**config.mk**
```make
export PLATFORM = sky130hd
export DESIGN_NAME = wave_writer
export DESIGN_NICKNAME = d
export VERILOG_FILES = /design/src/rtl/wave_writer.sv
export SDC_FILE = /design/constraint.sdc
export NUM_CORES = 1
export LEC_CHECK = 0
export ABC_AREA = 1
export CAP_MARGIN = 10
export CORE_MARGIN = 8
export CORE_UTILIZATION = 50
export DETAILED_ROUTE_END_ITERATION = 6
export MAX_ROUTING_LAYER = met4
export PLACE_DENSITY_LB_ADDON = 0.05
export REMOVE_ABC_BUFFERS = 1
export SLEW_MARGIN = 20
export SYNTH_ARGS = -nofsm -noshare
export SYNTH_HDL_FRONTEND = slang
export SYNTH_SLANG_ARGS = --single-unit
export TNS_END_PERCENT = 5
```
**constraint.sdc**
```tcl
create_clock -name clk_in -period 6 [get_ports clk_in]
set_input_delay 1.8 -clock clk_in [delete_from_list [all_inputs] [get_ports clk_in]]
set_output_delay 1.8 -clock clk_in [all_outputs]
set_load 0.01 [all_outputs]
```
**src/rtl/wave_writer.sv**
```systemverilog
// Byte-stream capture into the wave BRAM: assembles little-endian samples from
// a valid/ready byte source and writes them to consecutive addresses.
//
// state   | meaning
// S_IDLE  | waiting for start_in
// S_RECV  | accepting bytes of the current sample
// S_WRITE | one-cycle BRAM write of the assembled sample
// S_DONE  | one-cycle completion pulse
module wave_writer #(
  parameter int SAMPLE_WIDTH = 16,
  parameter int BRAM_DEPTH   = 4096,
  parameter int WW_WIDTH     = 12
) (
  input  logic                    clk_in,
  input  logic                    rst_in,
  input  logic                    start_in,
  input  logic                    abort_in,
  input  logic [WW_WIDTH-1:0]     wave_width_in,
  input  logic [7:0]              byte_in,
  input  logic                    byte_valid_in,
  output logic                    byte_ready_out,
  output logic [WW_WIDTH-1:0]     mem_addr_out,
  output logic [SAMPLE_WIDTH-1:0] mem_data_out,
  output logic                    mem_we_out,
  output logic                    busy_out,
  output logic                    done_out,
  output logic                    aborted_out,
  output logic [SAMPLE_WIDTH-1:0] checksum_out
);

  localparam int BPS  = SAMPLE_WIDTH / 8;
  localparam int BC_W = (BPS > 1) ? $clog2(BPS) : 1;
  localparam logic [WW_WIDTH:0]   LP_DEPTH     = (WW_WIDTH+1)'(BRAM_DEPTH);
  localparam logic [BC_W-1:0]     LP_LAST_BYTE = BC_W'(BPS - 1);
  localparam logic [WW_WIDTH-1:0] LP_ONE       = WW_WIDTH'(1);

  typedef enum logic [1:0] {S_IDLE, S_RECV, S_WRITE, S_DONE} state_t;

  state_t                  r_state;
  state_t                  w_next_state;
  logic [WW_WIDTH-1:0]     r_width;
  logic [WW_WIDTH-1:0]     r_index;
  logic [BC_W-1:0]         r_byte_cnt;
  logic [SAMPLE_WIDTH-1:0] r_sample;
  logic [WW_WIDTH-1:0]     r_mem_addr;
  logic [SAMPLE_WIDTH-1:0] r_mem_data;
  logic                    r_mem_we;
  logic                    r_done;
  logic                    r_aborted;
  logic [SAMPLE_WIDTH-1:0] r_checksum;

  logic                    w_start;
  logic                    w_abort;
  logic                    w_accept;
  logic                    w_last_byte;
  logic                    w_write_last;
  logic [WW_WIDTH-1:0]     w_width_clamp;
  logic [SAMPLE_WIDTH-1:0] w_sample;

  always_ff @(posedge clk_in or posedge rst_in) begin
    if (rst_in) r_state <= S_IDLE;
    else        r_state <= w_next_state;
  end

  always_comb begin
    w_next_state  = r_state;
    w_start       = 1'b0;
    w_abort       = 1'b0;
    w_accept      = 1'b0;
    w_last_byte   = 1'b0;
    w_write_last  = 1'b0;
    // The comparison is one bit wider so a depth of exactly 2**WW_WIDTH still fits.
    w_width_clamp = ({1'b0, wave_width_in} > LP_DEPTH) ? LP_DEPTH[WW_WIDTH-1:0] : wave_width_in;
    w_sample      = r_sample;
    w_sample[8*int'(r_byte_cnt) +: 8] = byte_in;
    case (r_state)
      S_IDLE: begin
        if (start_in) begin
          w_start      = 1'b1;
          w_next_state = (w_width_clamp == '0) ? S_DONE : S_RECV;
        end
      end
      S_RECV: begin
        if (abort_in) begin
          w_abort      = 1'b1;
          w_next_state = S_IDLE;
        end else if (byte_valid_in) begin
          w_accept = 1'b1;
          if (r_byte_cnt == LP_LAST_BYTE) begin
            w_last_byte  = 1'b1;
            w_next_state = S_WRITE;
          end
        end
      end
      S_WRITE: begin
        if (abort_in) begin
          w_abort      = 1'b1;
          w_next_state = S_IDLE;
        end else if (r_index == r_width - LP_ONE) begin
          w_write_last = 1'b1;
          w_next_state = S_DONE;
        end else begin
          w_next_state = S_RECV;
        end
      end
      S_DONE: w_next_state = S_IDLE;
      default: w_next_state = S_IDLE;
    endcase
  end

  // The write strobe is registered on the last byte, so it lines up with S_WRITE.
  always_ff @(posedge clk_in or posedge rst_in) begin
    if (rst_in) begin
      r_width    <= '0;
      r_index    <= '0;
      r_byte_cnt <= '0;
      r_sample   <= '0;
      r_mem_addr <= '0;
      r_mem_data <= '0;
      r_mem_we   <= 1'b0;
      r_done     <= 1'b0;
      r_aborted  <= 1'b0;
      r_checksum <= '0;
    end else begin
      r_mem_we  <= 1'b0;
      r_done    <= 1'b0;
      r_aborted <= w_abort;
      if (w_start) begin
        r_width    <= w_width_clamp;
        r_index    <= '0;
        r_byte_cnt <= '0;
        r_checksum <= '0;
        r_done     <= (w_width_clamp == '0);
      end
      if (w_accept) begin
        r_sample   <= w_sample;
        r_byte_cnt <= r_byte_cnt + BC_W'(1);
      end
      if (w_last_byte) begin
        r_mem_we   <= 1'b1;
        r_mem_addr <= r_index;
        r_mem_data <= w_sample;
        r_checksum <= r_checksum + w_sample;
      end
      if (r_state == S_WRITE && !abort_in) begin
        if (w_write_last) begin
          r_done <= 1'b1;
        end else begin
          r_index    <= r_index + LP_ONE;
          r_byte_cnt <= '0;
        end
      end
    end
  end

  assign byte_ready_out = (r_state == S_RECV);
  assign busy_out       = (r_state != S_IDLE);
  assign mem_addr_out   = r_mem_addr;
  assign mem_data_out   = r_mem_data;
  assign mem_we_out     = r_mem_we;
  assign done_out       = r_done;
  assign aborted_out    = r_aborted;
  assign checksum_out   = r_checksum;

endmodule

```
== Word level (Yosys, flattened, before mapping) ==
Index checks and enable logic that the tools add are counted.
Word-level totals
  logic and storage cells: 71
  input bits: 25
  flip-flop bits (word level): 90
  output and inout port bits: 49
Operators by class
  magnitude comparators: 1
  add/sub/neg operators: 5
  muxes and demuxes: 37
  equal/unequal tests: 7
  shift-type cells: 2
  reduce and logical (&&, ||, !) cells: 8
Operator list (number)
  $mux W12: 4
  $neg A4 Y33: 1
  $shift A8 B33 Y16 const A: 1
  $shiftx A8 B33 Y16: 1
  $mux W16: 2
  $mux W1: 22
  $add A16 B16 Y16: 1
  $bwmux W16: 1
  $mux W2: 7
  $gt A12 B13 Y1 const B: 1
  $add A12 B1 Y12 const B: 1
  $eq A12 B12 Y1: 1
  $logic_not A12 Y1: 1
  $sub A12 B1 Y12 const B: 1
  $pmux W2 S4: 1
  $eq A2 B2 Y1 const B: 2
  $reduce_bool A2 Y1: 2
  $ne A3 B2 Y1 const B: 1
  $ne A3 B3 Y1 const B: 1
  $reduce_and A3 Y1: 1
  $eq A2 B1 Y1 const B: 1
  $logic_not A2 Y1: 1
  $ne A2 B2 Y1 const B: 1
  $reduce_or A2 Y1: 1
  other kinds (3): 3

== Longest topological paths before layout ==
  depth after elaboration: 7
  gate-level depth with buffers: 16

== Least setup slack after synthesis ==
OpenSTA, ideal clock, no wires.
  kind: input to register
  start: in byte_in[0]
  end: reg r_checksum[12] (netlist: checksum_out[12])
  path buffers: 0
  slack: 2.462 ns
  data arrival time: 3.420 ns
  stages: 13
  path through: nand2_1 > o21ai_0 > ha_1 > fa_1 > nand2_1 > nand3_1 > o21ai_0 > o21ai_1 > a21o_1 > a21boi_0 > nand2_1 > nand3_1 > nand2_1
On the way
  longest elaborated chain between the ends: 4
RTL lines
  from (decl): RTL line 19  | input logic [7:0] byte_in,
  $shiftx A8 B33 Y16: RTL line 75  | w_sample[8*int'(r_byte_cnt) +: 8] = byte_in;
  $bwmux W16: RTL line 75
  net w_sample[0]: RTL line 58  | logic [SAMPLE_WIDTH-1:0] w_sample;
  $add A16 B16 Y16: RTL line 143  | r_checksum <= r_checksum + w_sample;
  $mux W16: RTL line 139  | if (w_last_byte) begin
  to (signal assigned): RTL line 143
  to (decl): RTL line 50  | logic [SAMPLE_WIDTH-1:0] r_checksum;
The timed path passes the listed nets, and every way through them passes these cells.
A chain may end at the register's enable or synchronous reset.

== Worst setup path in the final report ==
Same ends and word-level chain as after synthesis.

==> flow_metrics.py <==
metrics = {
    "yosys": {
        "synth_area_sq_mm": 0.00511,
        "synth_fa_ha_area_frac": 0.0554,
        "synthMuxAreaShare": 0,
        "synth-xor-area-share": 0.0240,
        "yosys.area_share.simple": 0.247,
        "ys_ff_latch": 90,
        "netlist_instances": 647,
        "seq_area_frac_synth": 0.441,
        "synth-compound-area-share": 0.149,
        "yosysWarnings": 0,
        "synth_top_family_by_area": "simple AND/OR/NAND/NOR gates",
        "synthDistinctLibCells": 41,
        "avgSynthCellArea_sq_um": 7.89,
    },
    "cells_and_area": {
        "nNetsFinal": 764,
        "seqCellArea_sq_mm": 0.00225,
        "layout_commonest_cell": "nand2_1",
        "final_cell_mix": "169 x nand2_1, 90 x dfrtp_1, 82 x inv_1, 73 x clkdlybuf4s50_1, 72 x o21ai_0",
        "nFillCells": 909,
        "syn2layout_area_growth_pct": 20.4,
        "n_antenna_cell": 0,
        "multi_input_comb_area_sq_mm": 0.00242,
        "layout-drive-gt1-share": 0.0845,
    },
    "clock_tree": {
        "holdBufCountCts": 0,
        "cts_buffer_depth": 2,
        "clock-sinks": 90,
        "cts_setup_buffers": 0,
        "cts_tree": "done",
        "clk_latency_ns": 0.37,
        "post_cts_resized": 0,
        "clk_pin_slew_ns": 0.09,
        "cts_root_buffer": "clkbuf_8",
        "numCtsBuffers": 9,
        "h-tree-depth": 3,
    },
    "die": {
        "start_util": 0.504,
        "fp.dieH_um": 117,
        "rows": 37,
        "die-area_sq_mm": 0.0137,
        "coreArea_sq_mm": 0.0101,
        "die_w_um": 117,
        "io_pins": 74,
    },
    "sta": {
        "hold_viol_final": 0,
        "slew_headroom": 0.452,
        "post-route-period-util": 0.655,
        "worst_slew_pin_slew_ns": 0.819,
        "setup-violations-final": 0,
        "timing.hold.ws_ns": 0.488,
        "skew_ns": 0.00960,
        "rsz0062_at_grt": "false",
        "tns_ns": 0,
        "timing.fmax_ghz": 0.255,
        "min_period_ns": 3.93,
        "report.final.slew_viol_count": 0,
        "setup_slack_ns": 2.07,
    },
    "placed_design": {
        "dp_slack_ns": 1.72,
        "io_buffers": 73,
        "place.gp.congestion": 0.917,
        "hpwl_um": 9100,
    },
    "setup_path": {
        "crit_fanout": 4,
        "crit_type": "in2reg",
        "r2r-end": "checksum_out[12]",
        "r2r_start": "r_byte_cnt",
        "cp.arrival_ns": 4.24,
        "cp-start-kind": "primary input",
        "required_ns": 6.31,
        "crit_start": "byte_in[0]",
        "r2r_setup_slack_ns": 2.67,
        "end_kind": "flip-flop",
        "reg2reg_depth": 14,
    },
    "global_routing": {
        "grt_util_all_layers": 0.197,
        "overflow": 0,
        "grt_pass1_wl_um": 20400,
        "antenna_found_initial": 0,
        "grt_max_degree": 66,
        "first_global_vias": 4342,
    },
    "route": {
        "antenna_left": 0,
        "avgRoutedWirePerCell_um": 14.1,
        "wl_um": 12100,
        "route.detailed.drc": 0,
        "avgViaCountPerCell": 5.07,
        "drtPass1Iterations": 4,
        "drt_iter0_markers": 304,
        "vias": 4354,
    },
    "hold_path": {
        "worstHoldEndpoint": "mem_addr_out[4]",
        "hold_start": "mem_addr_out[4]",
        "hold_depth": 2,
        "hold_class": "reg2reg",
    },
    "pwr": {
        "power_density_mw_per_mm2": 435,
        "ir_drop_mv": 0.228,
        "p_leak_nw": 3.02,
        "power.total_mw": 2.67,
    },
    "run_status": {
        "status": "finished, final reports clean",
    },
    "flow_run": {
        "drv_cap": 0,
    },
}
[synth_stat cells]
cell type	n	area, sq um
a211oi_2	1	12.5
a21boi_0	1	7.51
a21o_1	4	30.0
a21oi_1	36	180
a22o_1	2	17.5
a31oi_1	1	6.26
a32o_1	3	30.0
and3_1	2	12.5
buf_12	1	20.0
buf_2	4	20.0
clkbuf_1	13	48.8
clkinv_1	2	7.51
dfrtp_1	90	2250
fa_1	1	20.0
ha_1	21	263
inv_1	84	315
inv_2	5	18.8
nand2_1	169	634
nand2_2	5	31.3
nand2_4	1	11.3
nand2_8	1	20.0
nand3_1	25	125
nand3_2	8	80.1
nand3_4	1	17.5
nand3b_1	1	7.51
nand4_1	7	43.8
nor2_1	37	139
nor2_2	7	43.8
nor2_4	3	33.8
nor3_1	3	15.0
nor4_1	2	12.5
o2111ai_1	1	8.76
o21ai_0	72	360
o21ai_1	3	15.0
o21ai_2	8	70.1
o21bai_1	2	15.0
o22ai_1	1	6.26
or2_1	2	12.5
or2_2	3	18.8
xnor2_1	6	52.6
xor2_1	8	70.1
[critical path: stages]
cell and delay (ns):
clkdlybuf4s50_1 0.45, nand2_1 0.08, o21ai_0 0.12, ha_1 0.25
fa_1 0.38, nand2_1 0.09, nand3_1 0.06, o21ai_0 0.13
o21ai_1 0.17, a21o_1 0.21, a21boi_0 0.21, or2_1 0.13
nand3_1 0.07, nand2_1 0.08
[per-layer routing]
layer  up-vias  global-route usage  wire [um]
li1       2232                   -          -
met1      2040               0.232       5440
met3        11              0.0349        440
met5         -                   -          0
met2        71               0.337       6030
met4         0              0.0631        167
[layout make-up]
class	count	share of cell area
Clock buffer	14	0.0265
Clock inverter	2	0.00570
Inverter	91	0.0560
Multi-Input combinational cell	448	0.394
Sequential cell	90	0.366
Tap cell	136	0.0277
Timing Repair Buffer	77	0.124
[per-stage QoR]
step	util	area, sq um	cells
detailed placement	0.587	5950	842
finish	0.606	6150	858
global route	0.606	6150	858
global placement	0.587	5950	842
CTS	0.606	6150	858
floorplan	-	5020	629
[cell families (layout without fill, tap and decap cells)]
group | count (synthesis) | count (layout)
and+or+nand+nor | 277 | 277
AOI/OAI and AO/OA | 135 | 135
buffers and inverters | 109 | 184
DFF | 90 | 90
adders and majority gates | 22 | 22
xor gates and xnor gates | 14 | 14
[flip-flops by register name, indices dropped and copies added, names as in the netlist]
register,flops
mem_we_out,1
aborted_out,1
mem_data_out,16
r_state,2
r_index,12
done_out,1
r_sample,16
r_byte_cnt,1
mem_addr_out,12
r_width,12
checksum_out,16
[worst max-delay path by stage]
stage | endpoint | cells after the start
floorplan | aborted_out | 1
detailed placement | checksum_out[0] | 12
global route | checksum_out[12] | 14
finish | checksum_out[12] | 14
global placement | checksum_out[1] | 12
CTS | checksum_out[12] | 13
[power breakdown]
part	switching [mW]	internal [mW]	leakage, nW
registers	0.147	0.795	1.15
clock network	0.214	0.216	0.101
logic	0.768	0.533	1.76
(Power assumes the default switching activity.)
